### src/rtl/hs_tx_sequencer.sv
// hs_tx_sequencer: D-PHY style HS burst framing (prep, sync, payload, trail, exit) ahead of a byte serializer.
module hs_tx_sequencer #(
  parameter int          PREP_CYCLES  = 4,
  parameter int          TRAIL_CYCLES = 3,
  parameter logic [7:0]  SYNC_WORD    = 8'hB8
) (
  input  logic        TxByteClk,
  input  logic        TxRst,
  input  logic        TxRequestHS,
  input  logic [7:0]  TxDataHS,
  output logic        TxReadyHS,
  output logic        HSTX_EN,
  output logic [7:0]  DataIn,
  output logic [2:0]  DphyTxState,
  output logic [15:0] ByteCount
);
  typedef enum logic [2:0] {
    IDLE  = 3'd0,
    PREP  = 3'd1,
    SYNC  = 3'd2,
    DATA  = 3'd3,
    TRAIL = 3'd4,
    EXIT  = 3'd5
  } state_t;
  state_t state, next;
  logic [3:0] cnt;
  logic [7:0] data_q;
  logic accept;
  assign TxReadyHS   = (state == SYNC) || (state == DATA);
  assign accept      = TxReadyHS && TxRequestHS;
  assign HSTX_EN     = (state == PREP) || (state == SYNC) || (state == DATA) || (state == TRAIL);
  assign DphyTxState = state;
  // data_q holds the last byte on the line (sync word or payload), which also picks trail polarity
  assign DataIn      = TxReadyHS ? data_q : (state == TRAIL) ? {8{~data_q[7]}} : 8'h00;
  always_comb begin
    next = IDLE;
    case (state)
      IDLE:       next = TxRequestHS ? PREP : IDLE;
      PREP:       next = (cnt == 4'd0) ? SYNC : PREP;
      SYNC, DATA: next = TxRequestHS ? DATA : TRAIL;
      TRAIL:      next = (cnt == 4'd0) ? EXIT : TRAIL;
      default:    next = IDLE;
    endcase
  end
  always_ff @(posedge TxByteClk) begin
    if (TxRst) begin
      state     <= IDLE;
      cnt       <= 4'd0;
      data_q    <= 8'h00;
      ByteCount <= 16'h0000;
    end else begin
      state <= next;
      cnt <= (state == IDLE && next == PREP) ? 4'(PREP_CYCLES - 1) :
             (state != TRAIL && next == TRAIL) ? 4'(TRAIL_CYCLES - 1) :
             (cnt != 4'd0) ? cnt - 4'd1 : 4'd0;
      data_q <= (state == PREP && next == SYNC) ? SYNC_WORD : accept ? TxDataHS : data_q;
      ByteCount <= (state == IDLE && next == PREP) ? 16'h0000 :
                   (accept && ByteCount != 16'hFFFF) ? ByteCount + 16'd1 : ByteCount;
    end
  end
endmodule

### config.mk
export PLATFORM = sky130hd
export DESIGN_NAME = hs_tx_sequencer
export DESIGN_NICKNAME = d
export VERILOG_FILES = /design/src/rtl/hs_tx_sequencer.sv
export SDC_FILE = /design/constraint.sdc
export NUM_CORES = 1
export LEC_CHECK = 0
export ABC_AREA = 0
export BUFFER_PORTS_ARGS = -buffer_cell sky130_fd_sc_hd__buf_2
export CORE_MARGIN = 2
export CORE_UTILIZATION = 47
export DETAILED_ROUTE_END_ITERATION = 12
export PLACE_DENSITY = 0.87
export SYNTH_ARGS = -nofsm -noshare
export SYNTH_HDL_FRONTEND = slang
export SYNTH_SLANG_ARGS = --single-unit
export TNS_END_PERCENT = 10
### constraint.sdc
create_clock -name TxByteClk -period 1.9 [get_ports TxByteClk]
set_clock_uncertainty 0.05 [all_clocks]
set_input_delay 0 -clock TxByteClk [delete_from_list [all_inputs] [get_ports TxByteClk]]
set_output_delay 0 -clock TxByteClk [all_outputs]
set_load 0.02 [all_outputs]
# ---- Word-level counts from Yosys, hierarchy flattened
# Index checks and enable logic that the tools add are counted.
dict set report word_totals {
  ff_bits 31
  latchBits 0
  ram_bits 0
  rom_bits 0
  input_bits 11
  out_inout_bits 29
  elab_cells 48
  mem_count 0
}
dict set report classes {
  add_sub_neg 2
  mul 0
  div 0
  order_cmp 0
  n_eq_ne 9
  shifts 0
  mux 12
  bitwise_logic 2
  n_reduce_logical 17
}
# cell n
set ops {}
lappend ops {{8-bit 2-to-1 mux} 4}
lappend ops {{16-bit by 1-bit adder with 16-bit output (second input constant)} 1}
lappend ops {{16-bit != test (second input constant)} 1}
lappend ops {{3-bit one-hot mux with 4 select lines} 1}
lappend ops {{3-bit by 2-bit == test with 1-bit output (second input constant)} 3}
lappend ops {{2-bit 2-to-1 mux} 4}
lappend ops {{3-bit by 1-bit == test with 1-bit output (second input constant)} 2}
lappend ops {{3-bit == test (second input constant)} 2}
lappend ops {{2-bit OR reduction} 3}
lappend ops {{1-bit logical AND} 5}
lappend ops {{4-bit logical NOT} 1}
lappend ops {{1-bit logical OR} 4}
lappend ops {{4-bit nonzero test} 1}
lappend ops {{4-bit OR reduction} 1}
lappend ops {{4-bit by 1-bit subtractor with 4-bit output (second input constant)} 1}
lappend ops {{3-bit logical NOT} 1}
lappend ops {{3-bit 2-to-1 mux} 1}
lappend ops {{3-bit != test (second input constant)} 1}
lappend ops {{1-bit 2-to-1 mux} 2}
lappend ops {{1-bit inverter} 2}
lappend ops {{2-bit nonzero test} 1}

# ---- Longest topological paths before layout
# Gate-level depths: netlist of the first run.
dict set report depth {
  word_depth 7
  ltp_mapped 6
  mapped_depth_nobuf 5
}

# ---- Least setup slack after synthesis of the first run
# No wires, ideal clock.
dict set report synth_timing {
  path_type {register to register}
  from {reg ByteCount[0]}
  to {reg ByteCount[3]}
  setup_ns 0.115
  arrival_ns 1.863
  t_required_ns 1.735
  path_slack_ns -0.127
  path_stages_with_launch 7
  path_buffers 1
  synth_period_minus_slack_ns 2.027
  cell_sequence {dfxtp_1 ha_1 nand4_1 nor4_1 clkbuf_1 nor4_1 o21a_1}
}
dict set report synth_via {
  elab_chain_len 2
  word_cells_on_any_way 3
  cone_classes {1 x add/sub; 1 x eq/ne; 1 x reduce/logical}
}
# element line
set synth_rtl {}
lappend synth_rtl {{start, declared} 15} ;# output logic [15:0] ByteCount
lappend synth_rtl {{start signal, assigned} 57} ;# ByteCount <= (state == IDLE && next == PREP) ? 16'h0000 :
lappend synth_rtl {{branches (longest 2 deep; another with 16-bit by 1-bit adder with 16-bit output)} n/a}
# Parallel ways; which one is timed is not known.
# A chain may end at the register's enable or synchronous reset.

# ---- Worst setup path after layout of the first run
dict set report layout_timing {
  from {reg ByteCount[6]}
  to {reg ByteCount[15]}
}
# Same word-level chain as after synthesis.

==> impl_metrics.ini, run 1 <==
[clock_network]
cts_tree = yes
post_cts.repair.setup_buffers = 0
ctsLongestPathBuffers = 2
htree_levels = 2
cts-root-buf = clkbuf_4
clkSinkCount = 31
cts_buffers = 5
clkLatencyLatePin_ns = 0.34
clkTransAtPathRegs_ns = 0.11

[worst_setup_path]
start_kind = register
end_kind = register
r2r-start = ByteCount[6]
rr_endpoint = ByteCount[15]
regToRegSetupSlack_ns = 0.04
critPathLaunch = ByteCount[6]
criticalPathCategory = register to register
r2r_cells = 4
endpoint = ByteCount[15]
path_max_fanout = 8
crit_required_ns = 2.12
cp.arrival_ns = 2.08

[place]
port_buffers = 39
dpl_cell_area_um2 = 1910
gp_congestion = 0.818
dp_hpwl_um = 2800
place_ws_ns = 0.0156

[global_routing]
grt-ovfl-total = 0
grt_max_degree = 19
grtUsageTotal = 0.284
grt_pass1_wl_um = 7820
antenna_found_initial = 0
grt_pass1_vias = 1696

[synth]
syn-num-nets = 197
seq_area_frac_synth = 0.402
syn_avg_cell_area_um2 = 8.35
synth_area_um2 = 1540
async_flop_share = 0
synth_flop_cell = dfxtp_1
synthCells = 185
yosysWarnings = 0
synth_edf_count = 0
synth_cell_types = 40
ys_seq_elements = 31

[timing]
worst_pin_slew_ns = 0.461
setup_viol = 0
worst_slack_ns = 0.0397
slew_violations = 0
rsz0062_at_grt = yes
setup_tns_ns = 0
hold_viol = 0
slew_headroom = 0.691
max_clock_freq_ghz = 0.538
fin_crit_ns = 1.86
timing.final.crit_share = 0.979

[drt]
via_count = 1827
met1Wirelength_um = 1760
wl_per_cell_um = 15.4
dr_wl_met2_um = 2320
drt_iter0_markers = 127
detail_route.first_pass.iterations = 4
top_layer = met4
drt_wl_total_um = 4630
ant_nets = 0
drc_errors = 0
wl_met3_um = 381
via_per_inst = 6.07

[run]
drv_cap = 0

[final_layout]
nFillCells = 241
stdcell_area_um2 = 2200
drive_above_1_share = 0.327
antenna_cells = 0
nets = 268
final_common_cell = buf_2
final_util = 0.714
final_cell_mix = buf_2, dfxtp_1, buf_4, nand2_1, dlygate4sd3_1
syn2layout_area_growth_pct = 42.3

[floorplanning]
die_h_um = 61.3
io_pins = 40
fp.dieArea_um2 = 3760
die_x_um = 61.3
initial_core_util = 0.502
num_rows = 20
core-area_um2 = 3080

[run_status]
outcome = finished, final reports clean

[pwr]
p_per_area_nw_per_um2 = 708
leakagePower_nw = 1.03
irDropWorstVdd_mv = 0.434
power.total_mw = 1.55

[hold_path]
hp-class = primary input to register
layer usage:
| metal | vias up | GRT usage |
|---|---|---|
| met4 | 0 | 0.143 |
| li1 | 848 | - |
| met3 | 25 | 0.0966 |
| met1 | 841 | 0.318 |
| met2 | 113 | 0.479 |
| met5 | - | 0 |
area by class of cell:
type	instances	area, µm²	area share
inverters	3	11.3	0.00513
well taps	44	55.1	0.0251
clock inverters	2	35.0	0.0159
flip-flops and latches	31	632	0.288
clock buffers	6	51.3	0.0233
multi-input cells	139	888	0.404
repair buffers	76	524	0.239
synthesized netlist by cell type (all sizes together) (2+ instances only):
library cell  number  area, µm²
a21oi             13       65.1
buf                3       13.8
and4               2       17.5
o32a               2       20.0
dfxtp             31        621
mux2i              5       50.1
a2bb2oi            2       17.5
o21ai              4       20.0
and2               2       12.5
nand3              7       35.0
nand2             17       63.8
nor4               4       25.0
a31oi              4       25.0
a21o               8       60.1
o21a               2       15.0
clkbuf             9       33.8
o31a               2       17.5
nor4b              2       17.5
nor2b              2       12.5
nor3               7       35.0
inv                3       11.3
nand4              5       31.3
o211ai             3       22.5
or4                9       67.6
or2                2       12.5
nor2              12       45.0
o31ai              8       60.1
or3                6       37.5
cells by family after synthesis:
kind of cell / count (synthesis) / share of synthesized area
flip-flops: 31 / 0.402
XOR/XNOR: 1 / 0.00567
multiplexers: 5 / 0.0324
AND/OR/NAND/NOR: 81 / 0.287
buffers and inverters: 15 / 0.0381
adder cells (fa/ha/maj): 1 / 0.00810
AO/OA/AOI/OAI: 51 / 0.227
worst min-delay path by stage:
stage / from / depth (start not counted) / slack, ns / endpoint
global placement: TxDataHS[3] / 3 / 0.22 / data_q[3]
CTS: TxRequestHS / 4 / 0.03 / cnt[0]
finish: TxRequestHS / 4 / 0.06 / cnt[0]
global route: TxRequestHS / 4 / 0.08 / cnt[0]
detailed placement: TxDataHS[7] / 3 / 0.23 / data_q[7]
floorplan: TxRst / 1 / 0.03 / data_q[0]
metrics by stage:
stage	hold WS, ns	cells
floorplan	0.0293	185
global placement	0.220	276
detailed placement	0.228	276
CTS	0.0327	301
global route	0.0751	301
finish	0.0570	301
where the power goes:
part / internal, mW / leakage [nW] / total [mW] / switching (mW)
registers: 0.677 / 0.256 / 0.698 / 0.0208
logic: 0.142 / 0.728 / 0.299 / 0.157
clock network: 0.311 / 0.0482 / 0.558 / 0.247
state kept, by name, summed over array words and instances (netlist names):
| signal | cells |
|---|---|
| ByteCount | 16 |
| data_q | 8 |
| cnt | 4 |
| DphyTxState | 3 |
worst max-delay path, stage by stage (launching register included):
cell and delay, ns:
dfxtp_2 0.38, nand3_1 0.16, or4_4 0.56, or4_1 0.49
a21oi_1 0.14
timing repair:
item                                    4_1_cts  5_1_grt
hold buffers                                 17        0
hold endpoints to repair                     13        0
resized for setup                             1        7
endpoints found under the setup margin        1       11
pin swaps                                     0        1
Power figures use the tool's default switching activity.
==> inputs of run 2 (changes only) <==
--- a/config.mk
+++ b/config.mk
@@ -10,7 +10,7 @@
 export CORE_MARGIN = 2
 export CORE_UTILIZATION = 47
 export DETAILED_ROUTE_END_ITERATION = 12
-export PLACE_DENSITY = 0.87
+export PLACE_DENSITY = 0.76
 export SYNTH_ARGS = -nofsm -noshare
 export SYNTH_HDL_FRONTEND = slang
 export SYNTH_SLANG_ARGS = --single-unit
==> run 2 against run 1 <==
Against the previous run: cell area fell by 3.5%; global-route usage fell by 5.7 points; die area did not move; core utilization fell by 2.5 points; clock power fell by 21%; register-to-register slack barely moved; first-iteration DRC count rose by 18%; final cell count fell by 2.0%; wire length fell by 12%; non-clock buffer count fell by 6; sequential share of layout area rose by 1.3 points; power fell by 9.4%; critical path type unchanged; largest cell class unchanged.
==> impl_metrics.ini, run 2 (synthesized netlist as in run 1, its figures left out) <==
[worst_setup_path]
r2r_cells = 5
criticalPathCategory = register to register
path_cells = nand3b_1, buf_4, or3_4, or4_1, a21oi_1
start_kind = register
crit_required_ns = 2.11
r2r-start = DphyTxState[2]
slowest_stage = or3_4
path_max_fanout = 19
cp.arrival_ns = 2.07
end_kind = register
crit_family = simple AND/OR/NAND/NOR gates
regToRegSetupSlack_ns = 0.04
cp_slowest_stage_delay_ns = 0.43
rr_endpoint = ByteCount[12]
cp_num_buf_inv = 1

[floorplanning]
fp.dieArea_um2 = 3760
die_h_um = 61.3
core-area_um2 = 3080
num_rows = 20
die_x_um = 61.3
io_pins = 40
initial_core_util = 0.502

[final_layout]
reg_top3 = ByteCount: 16 flops, data_q: 8 flops, cnt: 4 flops
antenna_cells = 0
fin_cells = 295
nets = 262
syn2layout_area_growth_pct = 37.3
final_common_cell = buf_2
regMostFlops = ByteCount
final_cell_mix = buf_2, dfxtp_1, buf_4, nand2_1, a21oi_1
largest_reg_flops = 16
final_util = 0.689
drive_above_1_share = 0.327

[drt]
drt_iter0_markers = 150
via_count = 1653
ant_nets = 0
drc_errors = 0
drt_wl_total_um = 4090
wl_per_cell_um = 13.8
via_per_inst = 5.60
detail_route.first_pass.iterations = 5

[hold_path]
hp-class = primary input to register
hold_depth = 4
hold_path_startpoint = TxRequestHS
min_delay_worst_endpoint = cnt[0]

[global_routing]
grt-ovfl-total = 0
grt_pass1_wl_um = 6330
antenna_found_initial = 0
grtUsageTotal = 0.227
grt_max_degree = 20
grt_pass1_vias = 1472

[pwr]
leakagePower_nw = 0.947
power.total_mw = 1.41
p_per_area_nw_per_um2 = 665
irDropWorstVdd_mv = 0.517

[clock_network]
clkTransAtPathRegs_ns = 0.09
cts_tree = yes
clkLatencyLatePin_ns = 0.32
ctsLongestPathBuffers = 2
post_cts.repair.setup_buffers = 0
htree_levels = 2
cts-root-buf = clkbuf_4
cts_buffers = 5
clkSinkCount = 31

[timing]
slew_headroom = 0.715
timing.final.crit_share = 0.980
worst_slack_ns = 0.0384
hold_viol = 0
max_clock_freq_ghz = 0.537
slew_violations = 0
rsz0062_at_grt = yes
setup_viol = 0
fin_crit_ns = 1.86
worst_pin_slew_ns = 0.426
hold-worst-slack_ns = 0.0682

[run_status]
outcome = finished, final reports clean

[place]
dp_hpwl_um = 2620
gp_congestion = 0.782
place_ws_ns = 0.0481
place_inst = 275
port_buffers = 39

[run]
drv_cap = 0
-- run 2: worst max path at each step --
stage | from | to | slack [ns] | depth (start not counted)
after global routing | cnt[2] | data_q[7] | -0.04 | 5
after floorplan | ByteCount[0] | ByteCount[10] | -0.0008 | 6
after global placement | ByteCount[4] | ByteCount[15] | 0.08 | 4
final | DphyTxState[2] | ByteCount[12] | 0.04 | 5
after detailed placement | DphyTxState[2] | ByteCount[15] | 0.05 | 4
after CTS | ByteCount[0] | ByteCount[12] | 0.01 | 5
-- run 2: layer usage --
metal	global-route usage	vias to the layer above	wire length (µm)
met5	0	-	0
met4	0.0745	0	81
met3	0.0714	10	174
li1	-	827	-
met1	0.267	769	1720
met2	0.392	47	2110
-- run 2: repair_timing --
item	4_1_cts	5_1_grt
endpoints found under the setup margin	0	12
hold buffers	12	0
gates resized for setup	0	7
endpoints found under the hold margin	13	0
-- run 2: power breakdown --
group	leakage (nW)	internal [mW]	total, mW	switching (mW)
registers	0.256	0.675	0.699	0.0248
clock network	0.0386	0.218	0.439	0.221
logic	0.652	0.129	0.270	0.142
-- run 2: area by class of cell --
class                   instances  area [µm²]
repair buffers                 70         458
multi-input cells             139         890
well taps                      44        55.1
clock buffers                   8        68.8
inverters                       3        11.3
flip-flops and latches         31         637
fillers                       266         958
-- run 2: through the flow --
| step | cell area [µm²] | setup TNS [ns] |
|---|---|---|
| 2_1_floorplan | 1560 | -0.00155 |
| 3_3_place_gp | 1910 | 0 |
| 3_5_place_dp | 1910 | 0 |
| 4_1_cts | 2100 | 0 |
| 5_1_grt | 2120 | -0.0558 |
| 6_report | 2120 | 0 |
-- run 2: worst reg2reg max path, stage by stage (launching register included) --
cell	delay [ns]
dfxtp_2	0.33
nand3b_1	0.17
buf_4	0.22
or3_4	0.43
or4_1	0.42
a21oi_1	0.17
